--- config.mk ---
export PLATFORM = sky130hd
export DESIGN_NAME = elevator_dispatcher
export DESIGN_NICKNAME = d
export VERILOG_FILES = /design/src/rtl/elevator_pkg.sv /design/src/rtl/dwell_timer.sv /design/src/rtl/elevator_dispatcher.sv
export SDC_FILE = /design/constraint.sdc
export NUM_CORES = 1
export LEC_CHECK = 0
export CAP_MARGIN = 25
export CORE_UTILIZATION = 40
export CTS_CLUSTER_DIAMETER = 30
export DETAILED_ROUTE_END_ITERATION = 16
export PLACE_DENSITY = 0.66
export SLEW_MARGIN = 10
export SYNTH_ARGS = -nofsm -noshare
export SYNTH_HDL_FRONTEND = slang
export SYNTH_SLANG_ARGS = --single-unit
--- constraint.sdc ---
create_clock -name CLK -period 2.5 [get_ports CLK]
set_input_delay 0.25 -clock CLK [delete_from_list [all_inputs] [get_ports CLK]]
set_output_delay 0.25 -clock CLK [all_outputs]
set_load 0.03 [all_outputs]
--- src/rtl/elevator_pkg.sv ---
// rtl/elevator_pkg.sv - shared constants and state encoding for the elevator dispatcher
//
// Purpose: default geometry/timing parameters and the dispatcher FSM state
//          encoding shared by elevator_dispatcher and dwell_timer.
// Ports:   none (package).
package elevator_pkg;

  localparam int DEF_NUM_FLOORS   = 4;
  localparam int DEF_DWELL_CYCLES = 8;

  typedef logic [2:0] state_t;

  localparam logic [2:0] ST_IDLE      = 3'd0;
  localparam logic [2:0] ST_MOVE_UP   = 3'd1;
  localparam logic [2:0] ST_MOVE_DOWN = 3'd2;
  localparam logic [2:0] ST_DWELL     = 3'd3;
  localparam logic [2:0] ST_FAULT     = 3'd4;

endpackage

--- src/rtl/dwell_timer.sv ---
// rtl/dwell_timer.sv - down-counter holding the car stopped at a served floor
//
// Purpose: loads DWELL_CYCLES-1 when the car enters its stop (load) or when a
//          same-floor call re-opens the stop (restart), then counts down to 0.
// Ports:   clk      in   clock
//          rst_n    in   asynchronous active-low reset (count -> 0)
//          load     in   entering the dwell state
//          restart  in   same-floor call while dwelling
//          expired  out  count has reached zero (last dwell cycle)
module dwell_timer
  import elevator_pkg::*;
#(
  parameter int DWELL_CYCLES = DEF_DWELL_CYCLES
) (
  input  logic clk,
  input  logic rst_n,
  input  logic load,
  input  logic restart,
  output logic expired
);

  localparam int CW = (DWELL_CYCLES > 1) ? $clog2(DWELL_CYCLES) : 1;

  logic [CW-1:0] count;

  always_ff @(posedge clk or negedge rst_n) begin
    if (!rst_n) begin
      count <= '0;
    end else if (load || restart) begin
      count <= CW'(DWELL_CYCLES - 1);
    end else if (count != '0) begin
      count <= count - CW'(1);
    end
  end

  // Loaded value N-1 counts down through 0, giving exactly N cycles in dwell.
  assign expired = (count == '0);

endmodule

--- src/rtl/elevator_dispatcher.sv ---
// rtl/elevator_dispatcher.sv - call-latching, direction-preserving elevator dispatcher
//
// Purpose: latches floor calls, tracks the car floor from the shaft sensors and
//          issues exactly one of Go_Up / Go_Down / Halt each cycle, stopping at
//          requested floors, dwelling, and locking into FAULT on a limit hit.
// Ports:   CLK               in   clock
//          Reset_n           in   asynchronous active-low reset
//          Call_Req          in   per-floor call buttons
//          Floor_Sensor      in   one-hot when aligned with a floor, else zero
//          Top_Limit_Hit     in   top overtravel switch
//          Bottom_Limit_Hit  in   bottom overtravel switch
//          Go_Up/Go_Down/Halt out registered motion commands (one-hot)
//          Pending           out  latched outstanding calls
//          Current_Floor     out  last floor the car was aligned with
//          Fault             out  limit-switch fault flag
module elevator_dispatcher
  import elevator_pkg::*;
#(
  parameter int NUM_FLOORS   = DEF_NUM_FLOORS,
  parameter int DWELL_CYCLES = DEF_DWELL_CYCLES
) (
  input  logic                          CLK,
  input  logic                          Reset_n,
  input  logic [NUM_FLOORS-1:0]         Call_Req,
  input  logic [NUM_FLOORS-1:0]         Floor_Sensor,
  input  logic                          Top_Limit_Hit,
  input  logic                          Bottom_Limit_Hit,
  output logic                          Go_Up,
  output logic                          Go_Down,
  output logic                          Halt,
  output logic [NUM_FLOORS-1:0]         Pending,
  output logic [$clog2(NUM_FLOORS)-1:0] Current_Floor,
  output logic                          Fault
);

  localparam int FW = $clog2(NUM_FLOORS);

  state_t                state, state_nxt;
  logic                  dir_up, dir_up_nxt;
  logic [NUM_FLOORS-1:0] pending_nxt, clear_mask, call_mask;
  logic [FW-1:0]         sensor_idx;
  logic                  aligned;
  logic                  above, below;
  logic                  dwell_load, dwell_restart, dwell_expired;
  logic                  limit_fault;

  // Sensor decode: only a clean one-hot value counts as being at a floor.
  always_comb begin
    sensor_idx = '0;
    for (int i = 0; i < NUM_FLOORS; i++) begin
      if (Floor_Sensor[i]) sensor_idx = FW'(i);
    end
  end

  assign aligned = $onehot(Floor_Sensor);

  always_comb begin
    above = 1'b0;
    below = 1'b0;
    for (int i = 0; i < NUM_FLOORS; i++) begin
      if (Pending[i] && (i > int'(Current_Floor))) above = 1'b1;
      if (Pending[i] && (i < int'(Current_Floor))) below = 1'b1;
    end
  end

  assign limit_fault = (Top_Limit_Hit && (state != ST_MOVE_DOWN)) ||
                       (Bottom_Limit_Hit && (state != ST_MOVE_UP));

  always_comb begin
    state_nxt     = state;
    dir_up_nxt    = dir_up;
    clear_mask    = '0;
    dwell_load    = 1'b0;
    dwell_restart = 1'b0;

    case (state)
      ST_IDLE: begin
        if (aligned && Pending[Current_Floor]) begin
          state_nxt                 = ST_DWELL;
          clear_mask[Current_Floor] = 1'b1;
          dwell_load                = 1'b1;
        end else if (above) begin
          state_nxt  = ST_MOVE_UP;
          dir_up_nxt = 1'b1;
        end else if (below) begin
          state_nxt  = ST_MOVE_DOWN;
          dir_up_nxt = 1'b0;
        end
      end

      ST_MOVE_UP: begin
        if (aligned && Pending[sensor_idx]) begin
          state_nxt              = ST_DWELL;
          clear_mask[sensor_idx] = 1'b1;
          dwell_load             = 1'b1;
        end else if (aligned && (sensor_idx == FW'(NUM_FLOORS - 1))) begin
          state_nxt = ST_IDLE;
        end
      end

      ST_MOVE_DOWN: begin
        if (aligned && Pending[sensor_idx]) begin
          state_nxt              = ST_DWELL;
          clear_mask[sensor_idx] = 1'b1;
          dwell_load             = 1'b1;
        end else if (aligned && (sensor_idx == '0)) begin
          state_nxt = ST_IDLE;
        end
      end

      ST_DWELL: begin
        // A same-floor call re-opens the stop instead of becoming a request.
        if (Call_Req[Current_Floor]) begin
          dwell_restart = 1'b1;
        end else if (dwell_expired) begin
          if (dir_up ? above : below) begin
            state_nxt = dir_up ? ST_MOVE_UP : ST_MOVE_DOWN;
          end else if (dir_up ? below : above) begin
            state_nxt  = dir_up ? ST_MOVE_DOWN : ST_MOVE_UP;
            dir_up_nxt = !dir_up;
          end else begin
            state_nxt = ST_IDLE;
          end
        end
      end

      ST_FAULT: state_nxt = ST_FAULT;

      default: state_nxt = ST_IDLE;
    endcase

    // Limit hit overrides everything: no service, no direction change.
    if (limit_fault) begin
      state_nxt     = ST_FAULT;
      dir_up_nxt    = dir_up;
      clear_mask    = '0;
      dwell_load    = 1'b0;
      dwell_restart = 1'b0;
    end
  end

  always_comb begin
    call_mask = Call_Req;
    if (state == ST_DWELL) call_mask[Current_Floor] = 1'b0;
    // Clear is applied last so a call on the serving edge is dropped.
    pending_nxt = (Pending | call_mask) & ~clear_mask;
  end

  always_ff @(posedge CLK or negedge Reset_n) begin
    if (!Reset_n) begin
      state         <= ST_IDLE;
      dir_up        <= 1'b1;
      Pending       <= '0;
      Current_Floor <= '0;
      Go_Up         <= 1'b0;
      Go_Down       <= 1'b0;
      Halt          <= 1'b1;
      Fault         <= 1'b0;
    end else begin
      state   <= state_nxt;
      dir_up  <= dir_up_nxt;
      Pending <= pending_nxt;
      if (aligned) Current_Floor <= sensor_idx;
      Go_Up   <= (state_nxt == ST_MOVE_UP);
      Go_Down <= (state_nxt == ST_MOVE_DOWN);
      Halt    <= (state_nxt == ST_IDLE) || (state_nxt == ST_DWELL) ||
                 (state_nxt == ST_FAULT);
      Fault   <= (state_nxt == ST_FAULT);
    end
  end

  dwell_timer #(
    .DWELL_CYCLES(DWELL_CYCLES)
  ) u_dwell_timer (
    .clk     (CLK),
    .rst_n   (Reset_n),
    .load    (dwell_load),
    .restart (dwell_restart),
    .expired (dwell_expired)
  );

endmodule

==> results of run 1 <==
worst max-delay path, cell delays in order:
cell and delay (ps):
buf_8 80, inv_4 30, fa_1 520, inv_1 40, ha_2 180, ha_4 240, or3b_4 390, o41ai_4 360
o41ai_2 130, a22oi_2 160, buf_4 160, nor4b_4 50, nor2_2 80
final cells by class:
type / count / area (um2)
clock buffer: 3 / 22.52
multi-input combinational: 105 / 803.3
clock inverter: 1 / 5.005
sequential: 17 / 427.9
timing repair buffer: 32 / 294.0
inverter: 11 / 43.79
fill: 265 / 1217
tap: 31 / 38.79
sequential cells by signal (all words and copies together) (netlist names):
name and count:
Go_Up 1, Current_Floor 2, state 3, Halt 1, u_dwell_timer.count 3, Pending 4, Go_Down 1, dir_up 1
Fault 1
logic make-up after synthesis:
logic type / count (synthesis) / synth area share [%]
buffers and inverters: 17 / 5.994
multiplexers: 4 / 5.195
AO/OA/AOI/OAI: 49 / 27.77
XOR/XNOR: 1 / 0.6994
adder cells (fa/ha/maj): 5 / 5.595
AND/OR/NAND/NOR: 46 / 20.58
flip-flops: 17 / 34.17
Yosys cell counts, drive strengths merged, types with 3 or more instances:
library cell  instances
nor2                 17
dfrtp                15
a21oi                11
inv                  11
nand2b                7
o21ai                 7
nand2                 5
nand3                 5
o21a                  5
clkbuf                4
ha                    4
a21o                  3
nor2b                 3
o22a                  3
worst max path at each step:
stage | cells past startpoint | end | slack (ps)
finish | 13 | Halt$_DFF_PN1_ | 90
global placement | 13 | Halt$_DFF_PN1_ | -520
detailed placement | 13 | Halt$_DFF_PN1_ | -580
CTS | 13 | Halt$_DFF_PN1_ | 40
global route | 13 | Halt$_DFF_PN1_ | -30
floorplan | 12 | Halt$_DFF_PN1_ | -110
through the flow:
step / setup slack, ps / power [mW]
finish: 86.56 / 0.9822
global route: -31.41 / 1.064
CTS: 36.66 / 0.9803
detailed placement: -581.6 / 0.8152
global placement: -518.4 / 0.8016
floorplan: -114.7 / 0.7066
where the power goes:
| part | switching (mW) | internal (mW) |
|---|---|---|
| Clock | 0.0990 | 0.0597 |
| Combinational | 0.238 | 0.204 |
| Sequential | 0.0661 | 0.316 |
| Total | 0.403 | 0.580 |
layout by cell type, fill, tap and decap left out, types with 7 or more instances in the layout:
cell type        Yosys  final
a21oi_1             11     10
buf_4                1     11
clkdlybuf4s50_1      0     18
dfrtp_1             15     15
inv_1               11      9
nand2b_1             7      7
nor2_1              16     16
o21ai_0              7      7
timing repair:
item	4_1_cts	5_1_grt
endpoints found under the setup margin	13	6
hold buffers	0	0
pin swaps	5	7
gates resized for setup	8	11
endpoints found under the hold margin	0	0
layer usage:
layer,vias up,global-route usage [%],part of all wire [%]
met5,-,0,0
met4,0,7.143,1.3
met3,5,2.232,3.5
met2,24,33.33,47
met1,577,30.92,48
li1,565,-,-
==> results.txt, run 1 <==
----------------------------------------------------
[STA]
  RSZ-0062 raised after global routing ... yes
  Period utilization ... 96.54%
  Worst slew margin ... 47.55%
  Number of hold violations in the final report ... 0
  Fin crit period ... 2413 ps
  Slew Limit Fails ... 0
  Setup_tns ... 0 ps
  Hold slack ... 385.6 ps
  Top achievable clock speed ... 414.3 MHz
  Setup Viol. Count Final ... 0
  Measured slew at the worst slew-check pin ... 784.3 ps
  Clock Skews ... 8.798 ps

[Critical path]
  R2R Path Start ... Current_Floor[0]$_DFFE_PN0P_
  Startpoint type of the worst setup path ... input port
  Crit Reg-Reg Endpoint ... Halt$_DFF_PN1_
  CP Data Required Time ... 2750 ps
  Reg2Reg Setup Slack ... 400 ps
  Kind of critical path ... input port to flop
  Logic depth of the worst register-to-register path ... 6
  Startpoint of the most critical setup path ... Floor_Sensor[3]
  Type of destination of the critical path ... flop
  Worst-path maximum fanout ... 3
  Worst Path Arrival ... 2670 ps

[Logic synthesis]
  Sequential area share after synthesis ... 34.17%
  Mapped Area ... 0.001252 mm2
  Synthesized Nets ... 156
  Cell variety after synth ... 47
  Library cell occupying the most area in the post-synthesis netlist ... dfrtp_1
  Post-Synthesis Cells ... 139
  Post-synth EDFFs ... 0
  Warnings, synthesis ... 0
  Post-Syn Area per Cell ... 9.010 um2
  Top cells by area, synth ... dfrtp_1 (30%), nor2_1 (4.8%), a21oi_1 (4.4%)
  Most used flip-flop cell after synthesis ... dfrtp_1
  Register bit total from synthesis ... 17
  Share of the synthesized area in the top cell type ... 29.97%
  Post-synth ARST share ... 100.0%

[Route]
  Total iterations of the first detailed-routing run ... 4
  DRC marker count from the first detailed-route iteration ... 79
  Detailed-route via count ... 1,171
  Average wire length per cell after detail routing ... 15.54 um
  Post-DRT Antenna Nets ... 0
  Average vias per placed instance ... 5.855
  DRC violations left ... 0
  Sum of routed wire length over all layers ... 3108 um

[Run]
  Number of violations of the max-capacitance limit ... 0

[Placement]
  Global placer's final weighted congestion ... 0.8695
  Port Buffers ... 21
  Area after DPL ... 0.001578 mm2
  HPWL after DPL ... 2365 um
  Placed Cells incl. Taps ... 196

[Clock network]
  Number of buffers created by CTS ... 3
  Number of buffers on the longest clock path ... 2
  Skew-Pair Late Insertion Delay ... 300 ps
  Sink count of the clock tree ... 17
  Number of levels the H-tree was split into ... 1
  Buffer cell driving the clock tree root ... clkbuf_4
  Postcts setup bufs ... 0
  Clock tree from TritonCTS ... yes
  Clock slew seen by the registers of the worst setup and hold paths ... 110 ps

[Finish]
  Fraction of layout instances using a drive strength above 1 ... 22.49%
  Total inserted antenna cells ... 0
  Post-Layout Cell Count ... 200
  Finished layout cell area ... 0.001635 mm2
  Utilization after layout ... 57.32%
  Layout overhead on the synthesized area ... 30.57%
  Layout Nets ... 187

[Min path]
  Min-delay worst type ... input port to async pin

[Floorplanning]
  Initial Utilization ... 43.90%
  Boundary pin count ... 22
  Width of the die ... 57.96 um
  Height of the die ... 57.96 um
  Placeable core area ... 0.002853 mm2
  Die Footprint ... 0.003359 mm2
  # rows ... 19

[Global routing]
  Number of global-route vias before repair ... 1,167
  Antenna violations before repair ... 0
  GR Overflow Total ... 0
  Maximum number of pins on one net before global-route repair ... 18
  Global-route wire length before repair ... 5444 um
  Total global-route track usage ... 21.33%

[Power]
  Maximum VDD drop ... 0.0004676 V
  Leakage power of the design ... 0.6508 nW
  Power density of the placed cells ... 600.6 mW/mm2

[Run status]
  Outcome ... finished, final reports clean

----------------------------------------------------
Power figures use the tool's default switching activity.
==> run 2, diff against run 1 <==
Settings changed: CORE_MARGIN set to 3, MAX_ROUTING_LAYER set to met4.
==> run 2 against run 1 <==
Effect of this change: final area is 0.31% higher; combinational power hardly changed; worst setup slack better by 31 ps; die area is 14% higher; first-iteration DRC count is 14% lower; fmax is 1.3% higher; total power is 0.54% lower; sequential cell count stayed put; sequential power hardly changed.
==> results.txt, run 2 (synthesis results as in run 1) <==
----------------------------------------------------
[Clock network]
  Clock tree from TritonCTS ... yes
  Number of buffers added to fix hold violations after cts ... 0
  Number of levels the H-tree was split into ... 1
  Postcts setup bufs ... 0
  Skew-Pair Late Insertion Delay ... 300 ps
  Number of buffers on the longest clock path ... 2
  Buffer cell driving the clock tree root ... clkbuf_4
  Number of buffers created by CTS ... 3
  Sink count of the clock tree ... 17
  Clock slew seen by the registers of the worst setup and hold paths ... 100 ps

[Placement]
  Placed Cells incl. Taps ... 207
  Port Buffers ... 21
  Global placer's final weighted congestion ... 0.9525
  Area after DPL ... 0.001592 mm2
  Post-Place Setup Slack ... -594.1 ps
  HPWL after DPL ... 2447 um

[Floorplanning]
  Placeable core area ... 0.002877 mm2
  Height of the die ... 61.96 um
  Boundary pin count ... 22
  Width of the die ... 61.96 um
  Die Footprint ... 0.003838 mm2
  Initial Utilization ... 43.54%
  # rows ... 19

[STA]
  Top achievable clock speed ... 419.8 MHz
  Period utilization ... 95.28%
  Fin crit period ... 2382 ps
  Clock Skews ... 6.115 ps
  Slew Limit Fails ... 0
  RSZ-0062 raised after global routing ... no
  Number of hold violations in the final report ... 0
  Setup Viol. Count Final ... 0
  Hold slack ... 394.8 ps
  Worst slew margin ... 48.19%
  Measured slew at the worst slew-check pin ... 774.6 ps
  Final worst setup slack ... 118.0 ps

[Finish]
  Finished layout cell area ... 0.001640 mm2
  Leading cell types in the layout, fill and taps excluded ... clkdlybuf4s50_1 (18), nor2_1 (16), dfrtp_1 (15)
  Number of flip-flops in the largest register ... 4
  Layout overhead on the synthesized area ... 30.97%
  Total inserted antenna cells ... 0
  Registers with the most flip-flops ... Pending x4, state x3, u_dwell_timer.count x3
  Register ranked first by flip-flop count ... Pending
  Layout Nets ... 187
  Fraction of layout instances using a drive strength above 1 ... 21.89%
  Most common cell after layout, fill and taps aside ... clkdlybuf4s50_1
  Post-Layout Cell Count ... 211

[Route]
  Post-DRT Antenna Nets ... 0
  Average vias per placed instance ... 5.664
  Sum of routed wire length over all layers ... 3184 um
  Detailed-route via count ... 1,195
  Average wire length per cell after detail routing ... 15.09 um
  Total iterations of the first detailed-routing run ... 4
  DRC violations left ... 0
  DRC marker count from the first detailed-route iteration ... 68

[Critical path]
  Kind of critical path ... input port to flop
  Cell type group with the largest total delay on the critical path ... simple AND/OR/NAND/NOR gates
  Cell with the largest stage delay on the worst path ... fa_1
  Longest individual stage delay on the worst path ... 490 ps
  Worst Path Arrival ... 2630 ps
  Startpoint type of the worst setup path ... input port
  Type of destination of the critical path ... flop
  Buffering stage count on the worst path with inverters included ... 5
  CP Data Required Time ... 2750 ps
  Critical-path cell list ... dlygate4sd2_1 -> inv_1 -> fa_1 -> inv_2 -> ha_4 -> ha_4 -> buf_4 -> nor4b_1 -> buf_4 -> and3_4 -> a211oi_2 -> and2_1 -> nor4b_4 -> nor2_2
  Worst-path maximum fanout ... 4

[Power]
  Overall power of the completed layout ... 0.9769 mW
  Maximum VDD drop ... 0.0004777 V
  Power density of the placed cells ... 595.6 mW/mm2
  Leakage power of the design ... 0.6462 nW

[Global routing]
  Maximum number of pins on one net before global-route repair ... 18
  Total global-route track usage ... 19.46%
  Global-route wire length before repair ... 5299 um
  Antenna violations before repair ... 0
  Number of global-route vias before repair ... 1,178
  GR Overflow Total ... 0

[Min path]
  Min-delay worst type ... input port to async pin

[Run]
  Number of violations of the max-capacitance limit ... 0

[Run status]
  Outcome ... finished, final reports clean

----------------------------------------------------
-- run 2: metrics by stage --
stage / utilization (%) / setup TNS [ps]
after floorplan: - / -195.7
after global placement: 55.33 / -5931
after detailed placement: 55.33 / -6980
after CTS: 57.33 / 0
after global routing: 57.02 / 0
final: 57.02 / 0
-- run 2: worst reg2reg max path: stages (launching register included) --
cell and delay, ps:
dfrtp_1 560, mux4_2 560, and3_4 220, a211oi_2 220, and2_1 190, nor4b_4 230, nor2_2 60
-- run 2: cell type report --
cell class | count | area [um2]
multi-input combinational | 105 | 807.0
clock buffer | 3 | 22.52
inverter | 11 | 43.79
tap | 42 | 52.55
clock inverter | 1 | 5.005
timing repair buffer | 32 | 281.5
fill | 275 | 1236
sequential | 17 | 427.9
-- run 2: path summary, 6_finish.rpt --
| kind | start | end | slack [ps] | depth (start not counted) |
|---|---|---|---|---|
| worst max-delay path | Floor_Sensor[0] | Halt$_DFF_PN1_ | 120 | 14 |
| worst min-delay path | Reset_n | state[0]$_DFF_PN0_ | 390 | 1 |
| worst max register to register | Current_Floor[0]$_DFFE_PN0P_ | Halt$_DFF_PN1_ | 390 | 6 |
| worst min register to register | u_dwell_timer.count[1]$_DFFE_PN0P_ | u_dwell_timer.count[1]$_DFFE_PN0P_ | 540 | 2 |
| max in group asynchronous | Reset_n | Current_Floor[1]$_DFFE_PN0P_ | 1620 | 1 |
| min in group CLK | Floor_Sensor[3] | Current_Floor[0]$_DFFE_PN0P_ | 450 | 4 |
-- run 2: repair_timing --
action,CTS,global route
pin swaps,6,1
resized for setup,10,3
setup endpoints to repair,13,6
-- run 2: layer usage --
layer	part of all wire [%]	vias up	GRT usage [%]
met2	48	39	30.47
met3	5.6	7	2.479
met1	45	578	25.74
met5	0	-	-
li1	-	571	-
met4	1.7	0	6.970
-- run 2: where the power goes --
group | total (mW) | internal, mW | leakage [nW] | switching [mW]
Combinational | 0.444 | 0.203 | 0.440 | 0.241
Clock | 0.150 | 0.0596 | 0.0177 | 0.0909
Sequential | 0.382 | 0.316 | 0.189 | 0.0661
